### config.mk
export PLATFORM = sky130hd
export DESIGN_NAME = wb_dual_master_arbiter
export DESIGN_NICKNAME = d
export VERILOG_FILES = /design/src/rtl/wb_dual_master_arbiter.sv
export SDC_FILE = /design/constraint.sdc
export NUM_CORES = 1
export LEC_CHECK = 0
export BUFFER_PORTS_ARGS = -buffer_cell sky130_fd_sc_hd__buf_2
export CAP_MARGIN = 30
export CORE_AREA = 2 2 123 125
export DETAILED_ROUTE_END_ITERATION = 12
export DIE_AREA = 0 0 125 127
export MAX_ROUTING_LAYER = met4
export PLACE_DENSITY = 0.55
export SYNTH_ARGS = -nofsm -noshare
export SYNTH_HDL_FRONTEND = slang
export SYNTH_SLANG_ARGS = --single-unit
### constraint.sdc
create_clock -name clk -period 3.3 [get_ports clk]
set_clock_uncertainty 0.1 [all_clocks]
set_input_delay 0.495 -clock clk [delete_from_list [all_inputs] [get_ports clk]]
set_output_delay 0.495 -clock clk [all_outputs]
set_load 0.02 [all_outputs]
### src/rtl/wb_dual_master_arbiter.sv
// Two-master Wishbone arbiter: data (D) and instruction (I) masters share one slave port.
// Grant is held for a master's whole cyc; a watchdog aborts accesses the slave never acknowledges.
module wb_dual_master_arbiter #(
    parameter int ADDR_W  = 32,
    parameter int DATA_W  = 32,
    parameter int RR      = 0,
    parameter int TIMEOUT = 255
) (
    input  logic                clk,
    input  logic                rst,
    input  logic [ADDR_W-1:0]   d_addr_i,
    input  logic [DATA_W-1:0]   d_data_i,
    input  logic                d_we_i,
    input  logic [DATA_W/8-1:0] d_sel_i,
    input  logic                d_stb_i,
    input  logic                d_cyc_i,
    output logic [DATA_W-1:0]   d_data_o,
    output logic                d_ack_o,
    output logic                d_err_o,
    input  logic [ADDR_W-1:0]   i_addr_i,
    input  logic [DATA_W-1:0]   i_data_i,
    input  logic                i_we_i,
    input  logic [DATA_W/8-1:0] i_sel_i,
    input  logic                i_stb_i,
    input  logic                i_cyc_i,
    output logic [DATA_W-1:0]   i_data_o,
    output logic                i_ack_o,
    output logic                i_err_o,
    output logic [ADDR_W-1:0]   s_addr_o,
    output logic [DATA_W-1:0]   s_data_o,
    output logic                s_we_o,
    output logic [DATA_W/8-1:0] s_sel_o,
    output logic                s_stb_o,
    output logic                s_cyc_o,
    input  logic [DATA_W-1:0]   s_data_i,
    input  logic                s_ack_i,
    output logic [1:0]          gnt_o
);

    typedef enum logic [1:0] {IDLE, GNT_D, GNT_I} state_t;

    state_t      r_state;
    logic        r_last_d;
    logic [15:0] r_cnt;

    logic w_gnt_d;
    logic w_gnt_i;
    logic w_req_stb;
    logic w_req_cyc;
    logic w_timeout;
    logic w_abort;

    assign w_gnt_d   = (r_state == GNT_D);
    assign w_gnt_i   = (r_state == GNT_I);
    assign w_req_stb = (w_gnt_d && d_stb_i) || (w_gnt_i && i_stb_i);
    assign w_req_cyc = (w_gnt_d && d_cyc_i) || (w_gnt_i && i_cyc_i);

    // Timeout masking of the slave bus must not depend on s_ack_i; only err/state do.
    assign w_timeout = (TIMEOUT != 0) && w_req_stb && (r_cnt == 16'(TIMEOUT));
    assign w_abort   = w_timeout && !s_ack_i;

    assign gnt_o    = {w_gnt_d, w_gnt_i};
    assign d_ack_o  = w_gnt_d && s_ack_i && d_cyc_i;
    assign i_ack_o  = w_gnt_i && s_ack_i && i_cyc_i;
    assign d_err_o  = w_gnt_d && w_abort;
    assign i_err_o  = w_gnt_i && w_abort;
    assign d_data_o = w_gnt_d ? s_data_i : '0;
    assign i_data_o = w_gnt_i ? s_data_i : '0;

    always_comb begin
        s_addr_o = '0;
        s_data_o = '0;
        s_we_o   = 1'b0;
        s_sel_o  = '0;
        s_stb_o  = 1'b0;
        s_cyc_o  = 1'b0;
        if (w_gnt_d && !w_timeout) begin
            s_addr_o = d_addr_i;
            s_data_o = d_data_i;
            s_we_o   = d_we_i;
            s_sel_o  = d_sel_i;
            s_stb_o  = d_stb_i;
            s_cyc_o  = d_cyc_i;
        end else if (w_gnt_i && !w_timeout) begin
            s_addr_o = i_addr_i;
            s_data_o = i_data_i;
            s_we_o   = i_we_i;
            s_sel_o  = i_sel_i;
            s_stb_o  = i_stb_i;
            s_cyc_o  = i_cyc_i;
        end
    end

    always_ff @(posedge clk) begin
        if (rst) begin
            r_state  <= IDLE;
            r_last_d <= 1'b0;
            r_cnt    <= '0;
        end else begin
            case (r_state)
                IDLE: begin
                    r_cnt <= '0;
                    if (d_cyc_i && i_cyc_i) begin
                        r_state <= ((RR != 0) && r_last_d) ? GNT_I : GNT_D;
                    end else if (d_cyc_i) begin
                        r_state <= GNT_D;
                    end else if (i_cyc_i) begin
                        r_state <= GNT_I;
                    end
                end
                GNT_D, GNT_I: begin
                    // Every grant ends through IDLE, which yields the mandatory idle cycle.
                    if (!w_req_cyc || w_abort) begin
                        r_state  <= IDLE;
                        r_last_d <= w_gnt_d;
                        r_cnt    <= '0;
                    end else if (s_ack_i || !w_req_stb) begin
                        r_cnt <= '0;
                    end else begin
                        r_cnt <= r_cnt + 16'd1;
                    end
                end
                default: r_state <= IDLE;
            endcase
        end
    end

endmodule
==> summary.md <==
| Metric | Value |
|---|---|
| CP required | roughly 2.7 ns |
| Vias in the first global route | 3365 |
| Slew HR | 0.636 |
| Non-Filler Instances | 850 |
| Post-synth EDFFs | 0 |
| H-tree Lvls | 1 |
| Max Cap Viol | 0 |
| Root Driver | clkbuf_16 |
| Reg2Reg Setup Slack | 0.94 ns |
| Seq/Total Area, Yosys | 0.146 |
| CP delay by family, top | simple AND/OR/NAND/NOR gates |
| Clock period minus worst slack | 2.86 ns |
| Area delta synth->final | 74.0% |
| Synthesized flop and latch total | 18 |
| Vias per cell | 4.49 |
| Clock Latency Late Sink | around 0.25 ns |
| Dpl cells | 846 |
| Crit Path Category | flop to output pin |
| Die Y | 127 um |
| Fillers | 1612 |
| DIE WIDTH | about 130 um |
| Avg WL per Cell | around 14 um |
| DRT iter0 DRCs | 126 |
| Min-delay src | rst |
| GR Overflow Total | 0 |
| First-pass GRT wire length | 18.1 mm |
| Setup_tns | 0 ns |
| Post-Synthesis Cells | about 370 |
| Layout cells sized above 1 | 0.512 |
| Top cell type's share of synthesized area | 0.213 |
| Routed via count | 3814 |
| Pins over their slew limit | 0 |
| CTS buffer count | 3 |
| Worst path cell trace | ha_1, nand3_1, nor4_4, nor2b_4, buf_12, nor2_1, buf_2 |
| Final wirelength | 12.1 mm |
| Critical path startpoint | r_cnt[0] |
| GP Congestion | between 0.7 and 0.8 |
| Fin crit share | 0.868 |
| Top cells by area, synth | a22oi_1 21%, and2_1 16%, dfxtp_1 15%, nor2_1 12%, buf_6 3.2% |
| DRT Pass-1 Iters | 5 |
| Final Hold Fails | 0 |
| CTS max path bufs | 2 |
| Initial Util | 0.171 |
| Fin nets | 849 |
| Crit-path max cell delay | 0.37 ns |
| Pin count of the biggest net entering global routing | just under 70 |
| FF-to-FF Start | r_state[1] |
| Worst-Margin Slew | between 0.5 and 0.6 ns |
| Hold EP | r_state[0] |
| # hold bufs at CTS | 0 |
| Synthesized area per cell | 6.64 sq um |
| LEAKAGE | 2.49 nW |
| Die area | 0.0159 sq mm |
| Dominant synthesized flop cell | dfxtp_1 |
| Max FO, Critical Path | 67 |
| Postcts setup bufs | 0 |
| Worst Setup Start Kind | flop |
| Number of cell rows | 44 |
| F_max | 0.349 GHz |
| Crit end category | output pin |
| Peak supply drop | 0.000147 V |
| Clk sinks | 18 |
| Clk pin slew, worst setup/hold paths | 0.05 ns |
| Pwr dens | 249 mW/mm^2 |
| CP bufs+invs | 2 |
| Post-Syn Nets | 553 |
| Post-cts resize count | 0 |
| Io pins | 318 |
| Core area | approximately 0.014 sq mm |
| Initial antenna violation count | 0 |
| Post-synth ARST share | 0 |
| Cell accounting for the most synthesized area | a22oi_1 |
| IO buf count | roughly 320 |
| # diodes | 0 |
| Post-DRT Antenna Nets | 0 |
| Reg-to-reg endpoint | r_cnt[7] |
| Total GRT Usage | 0.140 |
| Post-Syn Area | 0.00246 sq mm |
| Cell with the most instances after synthesis | nor2_1 |
| Setup Viol. Count Final | 0 |
| Synth Warn # | 0 |
| Post-synthesis cell type count | 41 |
| RSZ-0062 raised after global routing | false |
| CTS tree | yes |
| Hold WC Path Type | primary input to flop |
| Status | completed |
| Slowest cell on crit path | dfxtp_1 |
| Worst R2R Path Depth | 7 |
| Dpl hpwl | 9.83 mm |
| Commonest cells in the synthesized netlist | 78 x nor2_1, 70 x a22oi_1, 65 x and2_1, 20 x clkbuf_1, 18 x dfxtp_1 |
| Data arrival time of the critical path | roughly 2.3 ns |
| Hold Path Cell Cnt | 2 |
| Residual DRC | 0 |
worst max-delay path by stage:
| stage | to | cells after the start |
|---|---|---|
| 4_1_cts | s_data_o[9] | 7 |
| 6_report | s_addr_o[17] | 7 |
| 3_5_place_dp | s_data_o[9] | 7 |
| 3_3_place_gp | s_data_o[31] | 6 |
| 2_1_floorplan | s_data_o[24] | 9 |
| 5_1_grt | s_data_o[9] | 7 |
layer usage:
| layer | wire [um] | GRT usage | up-vias |
|---|---|---|---|
| met5 | 0 | - | - |
| met4 | 67 | 0.0170 | 0 |
| met3 | 751 | 0.0176 | 6 |
| met2 | 6140 | 0.247 | 152 |
| met1 | 5150 | 0.178 | 1751 |
| li1 | - | - | 1905 |
cells in the final DEF (no fill, tap or decap), drive strengths merged, types with 3 or more instances in the layout:
cell type,Yosys,layout
nor2,79,79
a21o,5,5
nand4,4,4
a22oi,70,70
nand3,5,5
a31oi,4,4
or3,5,5
o21ai,15,15
clkbuf,20,4
inv,7,7
ha,5,5
dfxtp,18,18
nand2,8,8
and4,3,3
and3,8,8
a21oi,10,10
and2,65,65
nor2b,3,3
buf,17,328
flip-flops by register name, summed over array words and instances (netlist names):
| name | cells |
|---|---|
| r_state | 2 |
| r_cnt | 16 |
power breakdown:
part / switching (W) / internal (W) / leakage, nW
clock network: 0.0000840 / 0.000185 / 0.0442
logic: 0.000344 / 0.000232 / 2.30
registers: 0.00000271 / 0.000219 / 0.145
total: 0.000430 / 0.000636 / 2.49
logic make-up after synthesis:
| group | after synthesis | synth area share |
|---|---|---|
| simple gates | 193 | 0.416 |
| compound gates | 109 | 0.306 |
| buf+inv | 44 | 0.0990 |
| flops | 18 | 0.146 |
| fa+ha+maj | 5 | 0.0254 |
| xor+xnor | 1 | 0.00355 |
| mux | 1 | 0.00457 |
stage by stage:
stage	setup WS, ns	cell area (sq um)	power (W)	hold WS, ns	utilization
finish	0.437	4290	0.00107	0.366	0.297
global route	0.209	4290	0.00113	0.395	0.297
CTS	0.440	4290	0.00108	0.364	0.297
detailed placement	0.707	4200	0.000807	0.378	0.291
global placement	0.755	4200	0.000809	0.383	0.291
floorplan	0.642	2460	0.000543	0.350	-
area by class of cell:
class | count | area, sq um | area share
clock buffer | 4 | 88.8 | 0.0207
inverter | 7 | 26.3 | 0.00613
multi-input combinational | 309 | 1890 | 0.440
sequential | 18 | 360 | 0.0840
tap | 184 | 230 | 0.0537
timing repair buffer | 328 | 1690 | 0.395
Power figures use the tool's default switching activity.
